==> src/rtl/sync_pkg.sv <==
// -----------------------------------------------------------------------------
// sync_pkg
// Shared definitions for the sync pulse generator: controller state encoding,
// the reset-time period/width defaults and the stop-behaviour encodings.
// -----------------------------------------------------------------------------
package sync_pkg;

    typedef enum logic [1:0] {
        IDLE  = 2'd0,
        RUN   = 2'd1,
        DRAIN = 2'd2
    } sync_state_e;

    // Period is stored as (cycles - 1); width is the number of high cycles.
    localparam int RST_PERIOD_DEF = 4095;
    localparam int RST_WIDTH_DEF  = 2;

    // Behaviour when en drops while running.
    localparam int STOP_IMMEDIATE = 0;  // return to IDLE on the next edge
    localparam int STOP_FINISH    = 1;  // finish the current period first

endpackage

==> src/rtl/sync_pulse_gen_if.sv <==
// -----------------------------------------------------------------------------
// sync_pulse_gen_if
// Control/configuration bus of the sync pulse generator.
//   en          run request
//   cfg_valid   new configuration offered
//   cfg_ready   configuration can be accepted
//   cfg_period  period minus 1
//   cfg_width   pulse high cycles
//   tick_o      sync pulse
//   sel_onehot  active scan channel (one-hot)
//   sel_idx     active scan channel index
//   frame_o     one-cycle pulse at the start of each channel-0 period
// Handshake: a configuration transfers on every rising edge where cfg_valid
// and cfg_ready are both high; cfg_period/cfg_width must be stable while
// cfg_valid is high, and cfg_ready does not depend on cfg_valid.
// The slave modport is the generator side, master is the controller side.
// -----------------------------------------------------------------------------
interface sync_pulse_gen_if #(
    parameter int CNT_W = 16,
    parameter int PW_W  = 8,
    parameter int N_CH  = 4
);
    localparam int SEL_W = $clog2(N_CH);

    logic              en;
    logic              cfg_valid;
    logic              cfg_ready;
    logic [CNT_W-1:0]  cfg_period;
    logic [PW_W-1:0]   cfg_width;
    logic              tick_o;
    logic [N_CH-1:0]   sel_onehot;
    logic [SEL_W-1:0]  sel_idx;
    logic              frame_o;

    modport slave (
        input  en, cfg_valid, cfg_period, cfg_width,
        output cfg_ready, tick_o, sel_onehot, sel_idx, frame_o
    );

    modport master (
        output en, cfg_valid, cfg_period, cfg_width,
        input  cfg_ready, tick_o, sel_onehot, sel_idx, frame_o
    );
endinterface

==> src/rtl/sync_cfg_shadow.sv <==
// -----------------------------------------------------------------------------
// sync_cfg_shadow
// Holds the active period/width and a one-deep shadow for updates that arrive
// while the generator is running, so a period is never cut short or stretched
// by a mid-period reconfiguration.
//   clk, rst_n   clock, asynchronous active-low reset
//   idle         generator is currently in IDLE: accepts apply at once
//   to_idle      generator leaves RUN/DRAIN for IDLE on this edge
//   apply        period boundary (wrap) or stop on this edge
//   cfg_valid    configuration offered
//   cfg_period   offered period minus 1
//   cfg_width    offered pulse width
//   cfg_ready    no configuration is waiting in the shadow
//   period_act   active period minus 1
//   width_nxt    active width as it will be after this edge
// -----------------------------------------------------------------------------
module sync_cfg_shadow #(
    parameter int CNT_W      = 16,
    parameter int PW_W       = 8,
    parameter int RST_PERIOD = 4095,
    parameter int RST_WIDTH  = 2
) (
    input  logic             clk,
    input  logic             rst_n,
    input  logic             idle,
    input  logic             to_idle,
    input  logic             apply,
    input  logic             cfg_valid,
    input  logic [CNT_W-1:0] cfg_period,
    input  logic [PW_W-1:0]  cfg_width,
    output logic             cfg_ready,
    output logic [CNT_W-1:0] period_act,
    output logic [PW_W-1:0]  width_nxt
);
    logic [PW_W-1:0]  width_act;
    logic [CNT_W-1:0] period_nxt;
    logic [CNT_W-1:0] shadow_period, shadow_period_nxt;
    logic [PW_W-1:0]  shadow_width, shadow_width_nxt;
    logic             pending, pending_nxt;
    logic             accept;

    assign cfg_ready = ~pending;
    assign accept    = cfg_valid & ~pending;

    always_comb begin
        period_nxt        = period_act;
        width_nxt         = width_act;
        shadow_period_nxt = shadow_period;
        shadow_width_nxt  = shadow_width;
        pending_nxt       = pending;
        if (pending) begin
            // No accept can coincide with a pending entry (cfg_ready is low).
            if (apply) begin
                period_nxt  = shadow_period;
                width_nxt   = shadow_width;
                pending_nxt = 1'b0;
            end
        end else if (accept) begin
            if (idle || to_idle) begin
                // Nothing is running (or about to run) on the old values.
                period_nxt = cfg_period;
                width_nxt  = cfg_width;
            end else begin
                // Accept on a wrap edge also lands here: it applies at the
                // following wrap, not this one.
                shadow_period_nxt = cfg_period;
                shadow_width_nxt  = cfg_width;
                pending_nxt       = 1'b1;
            end
        end
    end

    always_ff @(posedge clk or negedge rst_n) begin
        if (!rst_n) begin
            period_act    <= CNT_W'(RST_PERIOD);
            width_act     <= PW_W'(RST_WIDTH);
            shadow_period <= '0;
            shadow_width  <= '0;
            pending       <= 1'b0;
        end else begin
            period_act    <= period_nxt;
            width_act     <= width_nxt;
            shadow_period <= shadow_period_nxt;
            shadow_width  <= shadow_width_nxt;
            pending       <= pending_nxt;
        end
    end
endmodule

==> src/rtl/sync_pulse_gen.sv <==
// -----------------------------------------------------------------------------
// sync_pulse_gen
// Periodic sync pulse generator with a scanning channel selector. Each period
// lasts period_act+1 cycles; tick_o is high for the first width_act cycles of
// it. Every period boundary advances the scan channel; frame_o marks the start
// of each channel-0 period.
//   clk, rst_n   clock, asynchronous active-low reset
//   bus          control/config bus (slave side), see sync_pulse_gen_if
//   dbg_state    current controller state
// N_CH must be a power of two (>= 2) so the channel index wraps naturally.
// -----------------------------------------------------------------------------
module sync_pulse_gen
    import sync_pkg::*;
#(
    parameter int CNT_W      = 16,
    parameter int PW_W       = 8,
    parameter int N_CH       = 4,
    parameter int RST_PERIOD = RST_PERIOD_DEF,
    parameter int RST_WIDTH  = RST_WIDTH_DEF,
    parameter int STOP_MODE  = STOP_IMMEDIATE
) (
    input  logic            clk,
    input  logic            rst_n,
    sync_pulse_gen_if.slave bus,
    output sync_state_e     dbg_state
);
    localparam int SEL_W = $clog2(N_CH);

    sync_state_e      state, state_nxt;
    logic [CNT_W-1:0] cnt, cnt_nxt;
    logic [SEL_W-1:0] sel_idx_q, sel_nxt;
    logic [N_CH-1:0]  sel_onehot_q;
    logic             tick_q, frame_q;
    logic             wrap, to_idle, apply;
    logic [CNT_W-1:0] period_act;
    logic [PW_W-1:0]  width_nxt;

    sync_cfg_shadow #(
        .CNT_W      (CNT_W),
        .PW_W       (PW_W),
        .RST_PERIOD (RST_PERIOD),
        .RST_WIDTH  (RST_WIDTH)
    ) u_cfg (
        .clk        (clk),
        .rst_n      (rst_n),
        .idle       (state == IDLE),
        .to_idle    (to_idle),
        .apply      (apply),
        .cfg_valid  (bus.cfg_valid),
        .cfg_period (bus.cfg_period),
        .cfg_width  (bus.cfg_width),
        .cfg_ready  (bus.cfg_ready),
        .period_act (period_act),
        .width_nxt  (width_nxt)
    );

    assign wrap  = (state != IDLE) && (cnt == period_act);
    assign apply = wrap | to_idle;

    always_comb begin
        state_nxt = state;
        cnt_nxt   = cnt;
        sel_nxt   = sel_idx_q;
        to_idle   = 1'b0;
        case (state)
            IDLE: begin
                cnt_nxt = '0;
                sel_nxt = '0;
                if (bus.en) state_nxt = RUN;
            end
            RUN, DRAIN: begin
                if (!bus.en && STOP_MODE == STOP_IMMEDIATE) begin
                    state_nxt = IDLE;
                    cnt_nxt   = '0;
                    sel_nxt   = '0;
                    to_idle   = 1'b1;
                end else begin
                    // en decides between RUN and DRAIN; counting is shared.
                    state_nxt = bus.en ? RUN : DRAIN;
                    if (wrap) begin
                        cnt_nxt = '0;
                        if (bus.en) begin
                            sel_nxt = sel_idx_q + 1'b1;
                        end else begin
                            state_nxt = IDLE;
                            sel_nxt   = '0;
                            to_idle   = 1'b1;
                        end
                    end else begin
                        cnt_nxt = cnt + 1'b1;
                    end
                end
            end
            default: begin
                state_nxt = IDLE;
                cnt_nxt   = '0;
                sel_nxt   = '0;
            end
        endcase
    end

    // Outputs are registered from next-cycle values so they line up with
    // cnt/sel of the cycle they describe and cannot glitch.
    always_ff @(posedge clk or negedge rst_n) begin
        if (!rst_n) begin
            state        <= IDLE;
            cnt          <= '0;
            sel_idx_q    <= '0;
            sel_onehot_q <= {{(N_CH-1){1'b0}}, 1'b1};
            tick_q       <= 1'b0;
            frame_q      <= 1'b0;
        end else begin
            state        <= state_nxt;
            cnt          <= cnt_nxt;
            sel_idx_q    <= sel_nxt;
            sel_onehot_q <= {{(N_CH-1){1'b0}}, 1'b1} << sel_nxt;
            // Zero-extend both sides so differing CNT_W/PW_W compare correctly.
            tick_q       <= (state_nxt != IDLE) &&
                            ({{PW_W{1'b0}}, cnt_nxt} < {{CNT_W{1'b0}}, width_nxt});
            frame_q      <= (state_nxt != IDLE) && (cnt_nxt == '0) && (sel_nxt == '0);
        end
    end

    assign bus.tick_o     = tick_q;
    assign bus.frame_o    = frame_q;
    assign bus.sel_idx    = sel_idx_q;
    assign bus.sel_onehot = sel_onehot_q;
    assign dbg_state      = state;
endmodule

==> src/flat_wrapper.sv <==
// flat-port wrapper written by rule: the top's interface ports become plain ports
module sync_pulse_gen_flat import sync_pkg::*;
#(
    parameter int CNT_W      = 16,
    parameter int PW_W       = 8,
    parameter int N_CH       = 4,
    parameter int RST_PERIOD = RST_PERIOD_DEF,
    parameter int RST_WIDTH  = RST_WIDTH_DEF,
    parameter int STOP_MODE  = STOP_IMMEDIATE
)
  (clk, rst_n, dbg_state, bus_en, bus_cfg_valid, bus_cfg_period, bus_cfg_width, bus_cfg_ready, bus_tick_o, bus_sel_onehot, bus_sel_idx, bus_frame_o);
  sync_pulse_gen_if #(.CNT_W(CNT_W), .PW_W(PW_W), .N_CH(N_CH)) bus_i ();
  input  logic clk;
  input  logic rst_n;
  output sync_state_e dbg_state;
  input wire logic [$bits(bus_i.en)-1:0] bus_en;
  input wire logic [$bits(bus_i.cfg_valid)-1:0] bus_cfg_valid;
  input wire logic [$bits(bus_i.cfg_period)-1:0] bus_cfg_period;
  input wire logic [$bits(bus_i.cfg_width)-1:0] bus_cfg_width;
  output wire logic [$bits(bus_i.cfg_ready)-1:0] bus_cfg_ready;
  output wire logic [$bits(bus_i.tick_o)-1:0] bus_tick_o;
  output wire logic [$bits(bus_i.sel_onehot)-1:0] bus_sel_onehot;
  output wire logic [$bits(bus_i.sel_idx)-1:0] bus_sel_idx;
  output wire logic [$bits(bus_i.frame_o)-1:0] bus_frame_o;
  assign bus_i.en = bus_en;
  assign bus_i.cfg_valid = bus_cfg_valid;
  assign bus_i.cfg_period = bus_cfg_period;
  assign bus_i.cfg_width = bus_cfg_width;
  assign bus_cfg_ready = bus_i.cfg_ready;
  assign bus_tick_o = bus_i.tick_o;
  assign bus_sel_onehot = bus_i.sel_onehot;
  assign bus_sel_idx = bus_i.sel_idx;
  assign bus_frame_o = bus_i.frame_o;
  sync_pulse_gen #(.CNT_W(CNT_W), .PW_W(PW_W), .N_CH(N_CH), .RST_PERIOD(RST_PERIOD), .RST_WIDTH(RST_WIDTH), .STOP_MODE(STOP_MODE)) u_core (.clk(clk), .rst_n(rst_n), .bus(bus_i), .dbg_state(dbg_state));
endmodule
==> config.mk <==
export PLATFORM = sky130hd
export DESIGN_NAME = sync_pulse_gen_flat
export DESIGN_NICKNAME = d
export VERILOG_FILES = /design/src/rtl/sync_pkg.sv /design/src/rtl/sync_pulse_gen_if.sv /design/src/rtl/sync_cfg_shadow.sv /design/src/rtl/sync_pulse_gen.sv /design/src/flat_wrapper.sv
export SDC_FILE = /design/constraint.sdc
export NUM_CORES = 1
export LEC_CHECK = 0
export CAP_MARGIN = 20
export CORE_ASPECT_RATIO = 1.25
export CORE_MARGIN = 2
export CORE_UTILIZATION = 25
export CTS_CLUSTER_SIZE = 30
export DETAILED_ROUTE_END_ITERATION = 10
export GPL_TIMING_DRIVEN = 0
export PLACE_DENSITY_LB_ADDON = 0.3
export SYNTH_ARGS = -nofsm -noshare
export SYNTH_HDL_FRONTEND = slang
export SYNTH_HIERARCHICAL = 1
export SYNTH_SLANG_ARGS = --single-unit
==> constraint.sdc <==
create_clock -name clk -period 3.87 [get_ports clk]
set_input_delay 0.387 -clock clk [delete_from_list [all_inputs] [get_ports clk]]
set_output_delay 0.387 -clock clk [all_outputs]
set_load 0.02 [all_outputs]
### Word-level counts from Yosys, hierarchy flattened

Cells that the tools add are included.

* $add $sub $neg: 2
* magnitude comparators: 1
* eq/ne operators: 4
* shift-type cells: 1
* muxes and demuxes: 23
* bitwise gates (word level): 4
* reduce and logical (&&, ||, !) cells: 15

Operators by type and width (number)
* 16-bit two-way mux: 7
* 8-bit two-way mux: 4
* 16-bit by 1-bit adder with 16-bit output (second input constant): 1
* 16-bit equality test: 1
* 16-bit zero test: 1
* 16-bit by 8-bit < comparator with 1-bit output: 1
* 2-bit two-way mux: 4
* 2-bit nonzero test: 4
* 1-bit two-way mux: 7
* 3-bit AND reduction: 2
* 1-bit logical AND: 4
* 2-bit zero test: 2
* 2-bit case mux with 2 select lines: 1
* 1-bit by 2-bit << shifter with 4-bit output (first input constant): 1
* 2-bit by 1-bit adder with 2-bit output (second input constant): 1
* 2-bit by 1-bit equality test with 1-bit output (second input constant): 1
* 2-bit equality test (second input constant): 1
* 2-bit by 1-bit inequality test with 1-bit output (second input constant): 1
* 1-bit inverter: 2
* 2-bit OR reduction: 1
* 1-bit AND: 1
* 1-bit logical OR: 1
* 1-bit bitwise OR: 1

* bits in registers: 75
* bits of input ports: 28
* output and inout port bits: 11
* logic and storage cells: 61

### Longest topological paths before layout

* depth after elaboration: 9
* gate-level depth with buffers: 17
* mapped depth without buffers: 15

### Modules after synthesis

Netlist, hierarchy kept.

Modules (own cells, without submodules)
* sync_cfg_shadow: times used 1, cells each 144, area each 2199.6 µm², sequential area each 1242.4 µm²
* sync_pulse_gen: times used 1, cells each 197, area each 1809.2 µm², sequential area each 651.9 µm²

### Worst setup path before layout

No wires, ideal clock.

* path kind: register to register
* start point: reg u_core.u_cfg.period_act[7]
* end point: reg u_core.tick_q, in the netlist u_core/bus.tick_o
* library setup time: 0.066 ns
* data arrival time: 3.166 ns
* required time: 3.804 ns
* slack: 0.638 ns
* cell stages (with the launch flop): 17
* path buffers: 1
* period minus slack after synthesis: 3.232 ns
* cell sequence: dfstp_2 > xnor2_4 > nand4_2 > nor4_4 > a21o_2 > buf_2 > mux2i_1 > nor2_1 > a221o_1 > inv_1 > ha_1 > o21a_1 > o21ai_0 > o22ai_1 > nor2_1 > o31a_1 > a22o_1

* cells in the longest elaborated chain, start to end: 7
* elaborated cells between the ends (all ways): 10
* classes of those cells: order compare (1); eq/ne (1); mux (5); bitwise (1); reduce/logical (2)

RTL lines
* start: declaration: RTL line sync_cfg_shadow.sv:32 `output logic [CNT_W-1:0] period_act,`
* start signal: assignment: RTL line sync_cfg_shadow.sv:75 `period_act <= CNT_W'(RST_PERIOD);`
* start signal: assignment: RTL line sync_cfg_shadow.sv:81 `period_act <= period_nxt;`
* 16-bit equality test: RTL line sync_pulse_gen.sv:57 `assign wrap = (state != IDLE) && (cnt == period_act);`
* 1-bit logical AND: RTL line sync_pulse_gen.sv:57
* 1-bit bitwise OR: RTL line sync_pulse_gen.sv:58 `assign apply = wrap | to_idle;`
* net u_core.apply: RTL line sync_pulse_gen.sv:34 `logic wrap, to_idle, apply;`
* 8-bit two-way mux: RTL line sync_cfg_shadow.sv:53 `if (apply) begin`
* 8-bit two-way mux: RTL line sync_cfg_shadow.sv:51 `if (pending) begin`
* net u_core.width_nxt[2]: RTL line sync_pulse_gen.sv:36 `logic [PW_W-1:0] width_nxt;`
* 16-bit by 8-bit < comparator with 1-bit output: RTL line sync_pulse_gen.sv:119 `({{PW_W{1'b0}}, cnt_nxt} < {{CNT_W{1'b0}}, width_nxt});`
* 1-bit logical AND: RTL line sync_pulse_gen.sv:118 `tick_q <= (state_nxt != IDLE) &&`
* end signal: assignment: RTL line sync_pulse_gen.sv:118
* end: declaration: RTL line sync_pulse_gen.sv:33 `logic tick_q, frame_q;`

The timed path passes the listed nets, and every way through them passes these cells.
A chain may end at the register's enable or synchronous reset.

### Final worst setup path

* start point: reg u_core.cnt[5]
* end point: reg u_core.tick_q, in the netlist u_core/bus.tick_o

* cells in the longest elaborated chain, start to end: 7
* elaborated cells between the ends (all ways): 11
* classes of those cells: add/sub (1); order compare (1); eq/ne (1); mux (5); bitwise (1); reduce/logical (2)

RTL lines
* start: declaration: RTL line sync_pulse_gen.sv:30 `logic [CNT_W-1:0] cnt, cnt_nxt;`
* start signal: assignment: RTL line sync_pulse_gen.sv:114 `cnt <= cnt_nxt;`
* 16-bit equality test: RTL line sync_pulse_gen.sv:57
* 1-bit logical AND: RTL line sync_pulse_gen.sv:57
* 1-bit bitwise OR: RTL line sync_pulse_gen.sv:58
* net u_core.apply: RTL line sync_pulse_gen.sv:34
* 8-bit two-way mux: RTL line sync_cfg_shadow.sv:53
* 8-bit two-way mux: RTL line sync_cfg_shadow.sv:51
* net u_core.width_nxt[6]: RTL line sync_pulse_gen.sv:36
* 16-bit by 8-bit < comparator with 1-bit output: RTL line sync_pulse_gen.sv:119
* 1-bit logical AND: RTL line sync_pulse_gen.sv:118

The timed path passes the listed nets, and every way through them passes these cells.

==> results.yml <==
power:
  p_total_mw: 3.55
  ir_drop_uv: 224
  p_per_area_nw_per_um2: 699
  leakage_nw: 2.07
synth:
  syn_nets: 379
  synthFlopType: "dfrtp_1"
  synth_edf_count: 0
  ys.warnings.count: 6
  avgSynthCellArea_um2: 11.8
  syn-cell-area_um2: 4010
  ys_types: 52
  synth_cells: 341
  synth_seq_cells: 75
  async_flop_share: 1.00
  seq_area_frac_synth: 0.473
worst_hold_path:
  hp-class: "in2async"
sta:
  maxSlewHeadroom: 0.600
  fin_ws_ns: 0.263
  hold_viol_final: 0
  slew_viol_final: 0
  fmax_mhz: 277
  min_period_over_period: 0.932
  period_needed_ns: 3.61
  finClkSkew_ns: 0.0101
  rsz0062_at_grt: "false"
  setup_violations: 0
  fin_hold_ws_ns: 0.434
  tightestPinTransition_ns: 0.600
die:
  io_pins: 39
  die_height_um: 146
  start_util: 0.256
  core_area_um2: 15600
  die_area_um2: 17100
  rows: 51
  die_w_um: 117
place:
  place_area_um2: 4680
  hpwlAfterDp_um: 6280
  pre_cts_ws_ns: 0.0148
  port_buffers: 38
  routabilityCongestion: 0.833
drt:
  drcViolationCount: 0
  routedWlPerCell_um: 14.2
  vias_per_cell: 4.46
  wirelength_um: 8720
  detail-route-antenna-nets: 0
  vias: 2740
  drt_iter0_markers: 66
  drtPass1Iterations: 5
global_route:
  antenna_found_initial: 0
  overflow: 0
  track_usage: 0.106
  grt_max_degree: 69
  grt_pass1_wl_um: 14000
  grt_pass1_vias: 2819
critical_path:
  path_delay_family: "compound AO/OA/AOI/OAI gates"
  crit_type: "reg2reg"
  r2r-end: "u_core/bus.tick_o"
  crit_path_start_kind: "flop"
  cp_data_arrival_time_ns: 3.88
  critPathMaxStageDelay_ns: 0.45
  path_buf_inv: 2
  crit_chain: "xnor2_1, nand4_1, nor4_4, a21o_4, buf_4, mux2i_1, nor2_1, a221o_1, inv_1, ha_1, and4_1, o21ai_0, o22ai_1, nor2_2, o31a_1, a22o_1"
  path_max_fanout: 9
  rrSetupSlack_ns: 0.26
  cp-end-kind: "flop"
  crit_required_ns: 4.14
  cp_slowest_cell: "dfrtp_1"
  r2r-start: "u_core/cnt[5]"
  worstRegToRegCells: 16
clocking:
  numCtsBuffers: 9
  cts_sinks: 75
  cts_htree_levels: 3
  root_buffer: "clkbuf_16"
  clk_pin_slew_ns: 0.06
  clk_latency_ns: 0.33
  tritoncts: "yes"
  clock_path_buffers: 2
cells_and_area:
  antenna_cells: 0
  fin_util: 0.325
  area_growth_pct: 26.7
  layout_common_cells: "dfrtp_1, mux2_2, clkdlybuf4s50_1"
  fin_nets: 436
  multiInputGateArea_um2: 1950
  regArea_um2: 1890
  stdcell_area_um2: 5080
  final_layout_size_suffix_gt1_frac: 0.308
  nFillCells: 1585
  final_common_cell: "dfrtp_1"
job:
  cap_violations: 0
status:
  status: "complete, no violations"
synthesized netlist by cell type (5+ instances only):
cell | n | area share
buf_6 | 6 | 0.017
inv_1 | 15 | 0.014
nand4_1 | 5 | 0.0078
nand3_1 | 6 | 0.0075
xor2_1 | 8 | 0.017
a221o_1 | 8 | 0.020
dfrtp_1 | 61 | 0.38
a21oi_1 | 7 | 0.0087
nor2_1 | 37 | 0.035
mux2i_1 | 8 | 0.020
nand2_1 | 13 | 0.012
mux2_2 | 57 | 0.16
o21ai_0 | 8 | 0.010
xnor2_1 | 24 | 0.052
ha_1 | 10 | 0.031
dfstp_2 | 14 | 0.092
nor3_1 | 6 | 0.0075
buf_2 | 5 | 0.0062
metal layers:
metal | GRT usage | up-vias | routed length (um)
met1 | 0.131 | 1383 | 3860
met2 | 0.177 | 32 | 4510
met5 | 0 | - | 0
met3 | 0.0258 | 6 | 252
met4 | 0.0376 | 0 | 107
li1 | - | 1319 | -
area by class of cell:
| cell class | instances | share of cell area |
|---|---|---|
| inverter | 15 | 0.0111 |
| clock inverter | 4 | 0.0143 |
| tap | 212 | 0.0522 |
| timing repair buffer | 48 | 0.0936 |
| buffer | 14 | 0.0212 |
| sequential | 75 | 0.373 |
| multi-input combinational | 235 | 0.384 |
| clock buffer | 12 | 0.0505 |
report_power, final:
part	switching, mW	internal (mW)
registers	0.176	1.13
clock network	0.318	0.599
logic	0.605	0.727
worst max path at each step:
stage / start / to / depth (start not counted) / slack, ns
floorplan: u_core/u_cfg/period_act[7] / u_core/bus.tick_o / 16 / 0.64
global placement: rst_n / u_core/u_cfg/shadow_period[1] / 1 / -0.27
CTS: u_core/cnt[5] / u_core/bus.tick_o / 16 / 0.005
finish: u_core/cnt[5] / u_core/bus.tick_o / 16 / 0.26
global route: u_core/cnt[5] / u_core/bus.tick_o / 15 / 0.006
detailed placement: u_core/u_cfg/period_act[9] / u_core/bus.tick_o / 16 / 0.01
timing repair:
item,CTS,global route
endpoints found under the hold margin,7,0
hold buffers,1,0
gates cloned,0,0
pin swaps,1,1
setup endpoints to repair,1,1
setup buffers,0,8
resized for setup,0,3
stage by stage:
stage / cells / setup TNS, ns
3_5_place_dp: 592 / 0
5_1_grt: 615 / 0
6_report: 615 / 0
2_1_floorplan: 341 / 0
4_1_cts: 608 / 0
3_3_place_gp: 591 / -16.10
registers in the layout, summed over array words and instances (netlist names):
name,cells
u_core/cnt,16
u_core/u_cfg/period_act,16
u_core/u_cfg/shadow_period,16
u_core/bus.frame_o,1
u_core/u_cfg/shadow_width,8
u_core/u_cfg/width_act,8
u_core/bus.sel_onehot,4
u_core/u_cfg/pending,1
u_core/dbg_state,2
u_core/bus.sel_idx,2
u_core/bus.tick_o,1
kinds of logic (layout without fill, tap and decap cells):
| kind of cell | after synthesis | in the layout | share of synthesized area |
|---|---|---|---|
| simple gates | 85 | 85 | 0.114 |
| flops | 75 | 75 | 0.473 |
| mux | 65 | 65 | 0.180 |
| compound gates | 41 | 41 | 0.0783 |
| xor+xnor | 34 | 34 | 0.0808 |
| buf+inv | 31 | 93 | 0.0431 |
| fa+ha+maj | 10 | 10 | 0.0312 |
worst register-to-register path: stages (launching register included):
cell,delay (ns)
dfrtp_1,0.45
xnor2_1,0.27
nand4_1,0.20
nor4_4,0.44
a21o_4,0.26
buf_4,0.14
mux2i_1,0.17
nor2_1,0.05
a221o_1,0.32
inv_1,0.07
ha_1,0.22
and4_1,0.20
o21ai_0,0.11
o22ai_1,0.14
nor2_2,0.17
o31a_1,0.20
a22o_1,0.14
(Power assumes the default switching activity.)
